--- src/rtl/ref_window_loader.sv ---
// Packs a row-major pixel stream into one WIN x WIN window for subpixel_interpolation; window valid 1 cycle after last beat.
// Backpressure: pix_ready drops while a full window waits for win_ack. Optional build macro: WIN_ZERO_ON_RESTART_EN.
// Latency: last accepted beat -> win_valid on the next edge; ack -> pix_ready on the next edge.
module ref_window_loader #(
  parameter int WIN   = 15,
  parameter int PIX_W = 8,
  parameter int CNT_W = 8
) (
  input  logic                     clk,
  input  logic                     rst,
  input  logic [PIX_W-1:0]         pix_in,
  input  logic                     pix_valid,
  input  logic                     pix_sof,
  output logic                     pix_ready,
  output logic [WIN*WIN*PIX_W-1:0] win_data,
  output logic                     win_valid,
  input  logic                     win_ack,
  output logic [CNT_W-1:0]         fill_cnt,
  output logic                     sync_err
);

  localparam int NPIX = WIN * WIN;
  localparam logic [CNT_W-1:0] LAST_IDX = CNT_W'(NPIX - 1);

  generate
    if ((64'd1 << CNT_W) <= 64'(NPIX)) begin : g_cnt_w_check
      $error("CNT_W too narrow for WIN*WIN pixels");
    end
  endgenerate

  typedef enum logic [0:0] {ST_FILL, ST_FULL} state_t;

  state_t                     r_state;
  state_t                     w_state_nxt;
  logic [CNT_W-1:0]           r_fill_cnt;
  logic                       r_sync_err;
  logic [NPIX*PIX_W-1:0]      r_win;
  logic [NPIX*PIX_W-1:0]      w_win_nxt;

  logic                       w_accept;
  logic                       w_wr_en;
  logic [CNT_W-1:0]           w_wr_idx;
  logic                       w_last;
  logic                       w_misalign;
  logic                       w_ack_hs;
  logic                       w_clear;

  assign w_accept   = (r_state == ST_FILL) && pix_valid;
  assign w_ack_hs   = (r_state == ST_FULL) && win_ack;
  // A non-sof beat with nothing written yet has no valid position and is dropped.
  assign w_wr_en    = w_accept && (pix_sof || (r_fill_cnt != '0));
  assign w_wr_idx   = pix_sof ? '0 : r_fill_cnt;
  assign w_last     = w_wr_en && (w_wr_idx == LAST_IDX);
  assign w_misalign = w_accept && (pix_sof ? (r_fill_cnt != '0) : (r_fill_cnt == '0));

`ifdef WIN_ZERO_ON_RESTART_EN
  assign w_clear = (w_accept && pix_sof) || w_ack_hs;
`else
  assign w_clear = 1'b0;
`endif

  // State register
  always_ff @(posedge clk) begin
    if (rst) r_state <= ST_FILL;
    else     r_state <= w_state_nxt;
  end

  // Next-state logic
  always_comb begin
    w_state_nxt = r_state;
    case (r_state)
      ST_FILL: if (w_last)  w_state_nxt = ST_FULL;
      ST_FULL: if (win_ack) w_state_nxt = ST_FILL;
      default:              w_state_nxt = ST_FILL;
    endcase
  end

  // Outputs decoded from state
  always_comb begin
    pix_ready = 1'b0;
    win_valid = 1'b0;
    case (r_state)
      ST_FILL: pix_ready = 1'b1;
      ST_FULL: win_valid = 1'b1;
      default: ;
    endcase
  end

  always_ff @(posedge clk) begin
    if (rst) begin
      r_fill_cnt <= '0;
      r_sync_err <= 1'b0;
    end else begin
      if (w_misalign) r_sync_err <= 1'b1;
      if (w_ack_hs) begin
        r_fill_cnt <= '0;
      end else if (w_wr_en) begin
        r_fill_cnt <= w_wr_idx + CNT_W'(1);
      end
    end
  end

  // Optional clear happens first, then the indexed write lands on top of it.
  always_comb begin
    w_win_nxt = w_clear ? '0 : r_win;
    for (int i = 0; i < NPIX; i++) begin
      if (w_wr_en && (w_wr_idx == CNT_W'(i))) begin
        w_win_nxt[i*PIX_W +: PIX_W] = pix_in;
      end
    end
  end

  always_ff @(posedge clk) begin
    if (rst) r_win <= '0;
    else     r_win <= w_win_nxt;
  end

  assign win_data = r_win;
  assign fill_cnt = r_fill_cnt;
  assign sync_err = r_sync_err;

  a_fill_bound: assert property (@(posedge clk) disable iff (rst)
    r_fill_cnt <= CNT_W'(NPIX));

  a_full_hold: assert property (@(posedge clk) disable iff (rst)
    (r_state == ST_FULL && !win_ack) |=> (r_state == ST_FULL) && $stable(r_win) && $stable(r_fill_cnt));

endmodule

--- config.mk ---
export PLATFORM = sky130hd
export DESIGN_NAME = ref_window_loader
export DESIGN_NICKNAME = d
export VERILOG_FILES = /design/src/rtl/ref_window_loader.sv
export SDC_FILE = /design/constraint.sdc
export NUM_CORES = 2
export LEC_CHECK = 0
export ABC_CLOCK_PERIOD_IN_PS = 3480
export BUFFER_PORTS_ARGS = -buffer_cell sky130_fd_sc_hd__buf_2
export CAP_MARGIN = 10
export CELL_PAD_IN_SITES_DETAIL_PLACEMENT = 0
export CELL_PAD_IN_SITES_GLOBAL_PLACEMENT = 2
export CORE_AREA = 2 2 712 714
export CTS_CLUSTER_DIAMETER = 50
export DETAILED_ROUTE_END_ITERATION = 12
export DIE_AREA = 0 0 714 716
export PLACE_DENSITY_LB_ADDON = 0.1
export SKIP_LAST_GASP = 1
export SLEW_MARGIN = 15
export SYNTH_ARGS = -nofsm -noshare
export SYNTH_HDL_FRONTEND = slang
export SYNTH_SLANG_ARGS = --single-unit
--- constraint.sdc ---
create_clock -name clk -period 3.48 [get_ports clk]
set_input_delay 0.348 -clock clk [delete_from_list [all_inputs] [get_ports clk]]
set_output_delay 0.348 -clock clk [all_outputs]
set_load 0.01 [all_outputs]
==> results.sh <==
export IMPL_start_kind="register"
export IMPL_p_sw_uw=14580
export IMPL_ys_types=50
export IMPL_place_gp_congestion=0.7499
export IMPL_r2r_slack_ns=0.09
export IMPL_setup_viol=0
export IMPL_cts_sinks=1810
export IMPL_r2r_end="win_data[1640]$_SDFFE_PP0P_"
export IMPL_wl_per_cell_um=29.54
export IMPL_rsz0062_at_grt="no"
export IMPL_grt_overflow=0
export IMPL_syn_nets=6631
export IMPL_fillers=55770
export IMPL_fp_dieH_um=716
export IMPL_via_count=59320
export IMPL_regArea_mm2=0.03624
export IMPL_grt_start_max_net_pins=144
export IMPL_drive_gt1_share_pct=33.62
export IMPL_multiInputGateArea_mm2=0.02677
export IMPL_antenna_left=0
export IMPL_crit_fanout=34
export IMPL_portBuffers=1823
export IMPL_synthMuxAreaShare_pct=6.888
export IMPL_yosysWarningCount=0
export IMPL_clock_path_buffers=4
export IMPL_ir_drop_v=0.0003865
export IMPL_finalMaxSlewViolations=0
export IMPL_fmax_mhz=295.0
export IMPL_async_reset_ff_share_pct=0
export IMPL_grt_first_pass_wirelength_um=596600
export IMPL_p_leak_uw=0.03992
export IMPL_critPathRequiredTime_ns=4.26
export IMPL_seqPwrFrac_pct=33.4
export IMPL_worstSkewPairLatency_ns=0.98
export IMPL_nets=8573
export IMPL_worst_hold_path_type="in -> reg"
export IMPL_yosys_area_share_adder_pct=0.09588
export IMPL_num_rows=261
export IMPL_grt_pass1_vias=57450
export IMPL_h_tree_depth=5
export IMPL_cts_buffers=383
export IMPL_slew_limit_headroom_pct=20.10
export IMPL_clk_transition_reported_paths_ns=0.04
export IMPL_holdWs_ns=0.09059
export IMPL_finalHoldViolations=0
export IMPL_yosys_most_used_dff="dfxtp_1"
export IMPL_switching_share_pct=23.44
export IMPL_power_per_cell_area_mw_per_mm2=633.0
export IMPL_viasPerCell=3.804
export IMPL_cap_viol_max_count=0
export IMPL_dieArea_mm2=0.5112
export IMPL_critical_path_class="reg -> reg"
export IMPL_skew_ns=0.06784
export IMPL_syn_area_mm2=0.06525
export IMPL_cts_root_buf="clkbuf_16"
export IMPL_synth_seq_area_share_pct=55.54
export IMPL_hold_path_end="win_data[1593]$_SDFFE_PP0P_"
export IMPL_outcome="finished clean"
export IMPL_grt_use_total_pct=17.18
export IMPL_r2r_worst_path_cells=5
export IMPL_p_int_uw=47630
export IMPL_wl_um=460700
export IMPL_synth_top_family_by_area="simple AND/OR/NAND/NOR gates"
export IMPL_synth_simple_area_share_pct=22.73
export IMPL_io_pins=1824
export IMPL_area_delta_synth_final_pct=50.63
export IMPL_avgSynthCellArea_um2=9.866
export IMPL_synth_xor_xnor_area_share_pct=0
export IMPL_start_util_pct=12.96
export IMPL_final_common_cell="buf_2"
export IMPL_timing_rr_start="fill_cnt[6]$_SDFFE_PP0P_"
export IMPL_dr_pass1_iters=7
export IMPL_antenna_found_initial=32
export IMPL_period_needed_ns=3.390
export IMPL_ys_ff_latch=1810
export IMPL_hpwlAfterDp_um=331700
export IMPL_drc_errors=0
export IMPL_power_frac_comb_pct=2.7
export IMPL_synth_edf_count=0
export IMPL_drt_iter0_drc=3527
export IMPL_synth_compound_area_share_pct=10.74
export IMPL_setup_tns_ns=0
export IMPL_worstSetupEndpointType="register"
export IMPL_min_delay_path_depth=4
export IMPL_clockPowerShare_pct=63.8
export IMPL_cp_data_arrival_time_ns=4.17
export IMPL_netlist_instances=6613
export IMPL_timing_final_crit_share_pct=97.40
export IMPL_tritoncts="built"
export IMPL_worst_slew_pin_slew_ns=1.199
export IMPL_final_util_pct=19.52
export IMPL_fp_dieW_um=714
export IMPL_layout_common_cells="1813 x buf_2, 1804 x dfxtp_1, 1193 x nand3b_1, 1189 x o21ai_0, 449 x mux2i_1"
export IMPL_design_core_area_mm2=0.5036
export IMPL_hold_start="pix_in[1]"
==> final cells by class <==
class / instances / area share, %
clock buffer: 524 / 11.24
tap: 6706 / 8.537
multi-input combinational: 4137 / 27.24
clock inverter: 179 / 2.924
timing repair buffer: 2217 / 13.12
antenna: 15 / 0.03819
inverter: 6 / 0.02292
sequential: 1810 / 36.88
==> Yosys cell counts, types with 7 or more instances <==
| library cell | number | share of area (%) |
|---|---|---|
| and4_1 | 7 | 0.094 |
| nor2_1 | 448 | 2.6 |
| o21ai_0 | 1189 | 9.1 |
| clkbuf_1 | 606 | 3.5 |
| nor4_2 | 9 | 0.17 |
| buf_1 | 9 | 0.052 |
| dfxtp_1 | 1810 | 56 |
| o211ai_1 | 12 | 0.14 |
| nor4bb_1 | 11 | 0.17 |
| nand3_1 | 29 | 0.22 |
| nor4_4 | 49 | 1.6 |
| nand4_2 | 7 | 0.13 |
| buf_2 | 37 | 0.28 |
| nand3b_1 | 1193 | 14 |
| nand2_1 | 344 | 2.0 |
| nand2b_1 | 19 | 0.18 |
| a21oi_1 | 175 | 1.3 |
| mux2i_1 | 449 | 6.9 |
| nand4_1 | 134 | 1.3 |
==> state kept, by name (all words and copies together), names as in the netlist <==
| register | cells |
|---|---|
| r_state | 1 |
| fill_cnt | 8 |
| win_data | 1800 |
| sync_err | 1 |
==> worst max path at each step <==
stage / slack [ns] / start / cells after the start / to
4_1_cts: 0.004 / fill_cnt[0]$_SDFFE_PP0P_ / 8 / win_data[1023]$_SDFFE_PP0P_
6_report: 0.09 / fill_cnt[6]$_SDFFE_PP0P_ / 5 / win_data[1640]$_SDFFE_PP0P_
5_1_grt: 0.01 / fill_cnt[0]$_SDFFE_PP0P_ / 8 / win_data[894]$_SDFFE_PP0P_
3_3_place_gp: -0.17 / pix_sof / 9 / win_data[938]$_SDFFE_PP0P_
3_5_place_dp: -0.15 / pix_sof / 9 / win_data[933]$_SDFFE_PP0P_
2_1_floorplan: 0.10 / pix_sof / 12 / win_data[936]$_SDFFE_PP0P_
==> per-stage QoR <==
step / instance area (um2) / setup WS [ns] / instances / power, uW
3_3_place_gp: 84200 / -0.1714 / 14870 / 23010
2_1_floorplan: 65250 / 0.1009 / 6613 / 21990
6_report: 98280 / 0.09034 / 15590 / 62210
4_1_cts: 98240 / 0.003629 / 15580 / 63560
5_1_grt: 98250 / 0.01094 / 15580 / 64450
3_5_place_dp: 84200 / -0.1541 / 14870 / 23010
==> routing by layer <==
| metal | global-route usage, % | up-vias | wire, um |
|---|---|---|---|
| li1 | - | 27380 | - |
| met1 | 18.91 | 29410 | 174900 |
| met2 | 31.66 | 1998 | 237900 |
| met3 | 5.274 | 516 | 34300 |
| met4 | 4.648 | 14 | 13470 |
| met5 | 0 | - | 86 |
==> repair_timing <==
action	CTS	global route
endpoints found under the setup margin	39	11
endpoints found under the hold margin	62	0
setup buffers	1	0
hold buffers	10	0
pin swaps	2	2
resized for setup	2	0
==> worst max-delay path, stage by stage (launching register included) <==
cell	delay (ns)
dfxtp_2	0.34
buf_4	0.52
nor2b_4	0.94
nand4_1	0.99
nand2_1	0.30
a21oi_1	0.09
==> kinds of logic (layout without fill, tap and decap cells) <==
group                    Yosys count  in the layout
AND/OR/NAND/NOR                 2295           2295
flip-flops                      1810           1810
AO/OA/AOI/OAI                   1388           1388
buffers and inverters            666           2926
multiplexers                     449            449
adder cells (fa/ha/maj)            5              5
other                              0             15
==> power groups by stage <==
stage          registers, uW  clock network [uW]  logic [uW]
2_1_floorplan          21200                   0         794
6_report               20800               39700        1710
4_1_cts                20800               40900        1830
3_3_place_gp           21200                   0        1820
5_1_grt                20800               41900        1830
3_5_place_dp           21200                   0        1810
(Power assumes the default switching activity.)
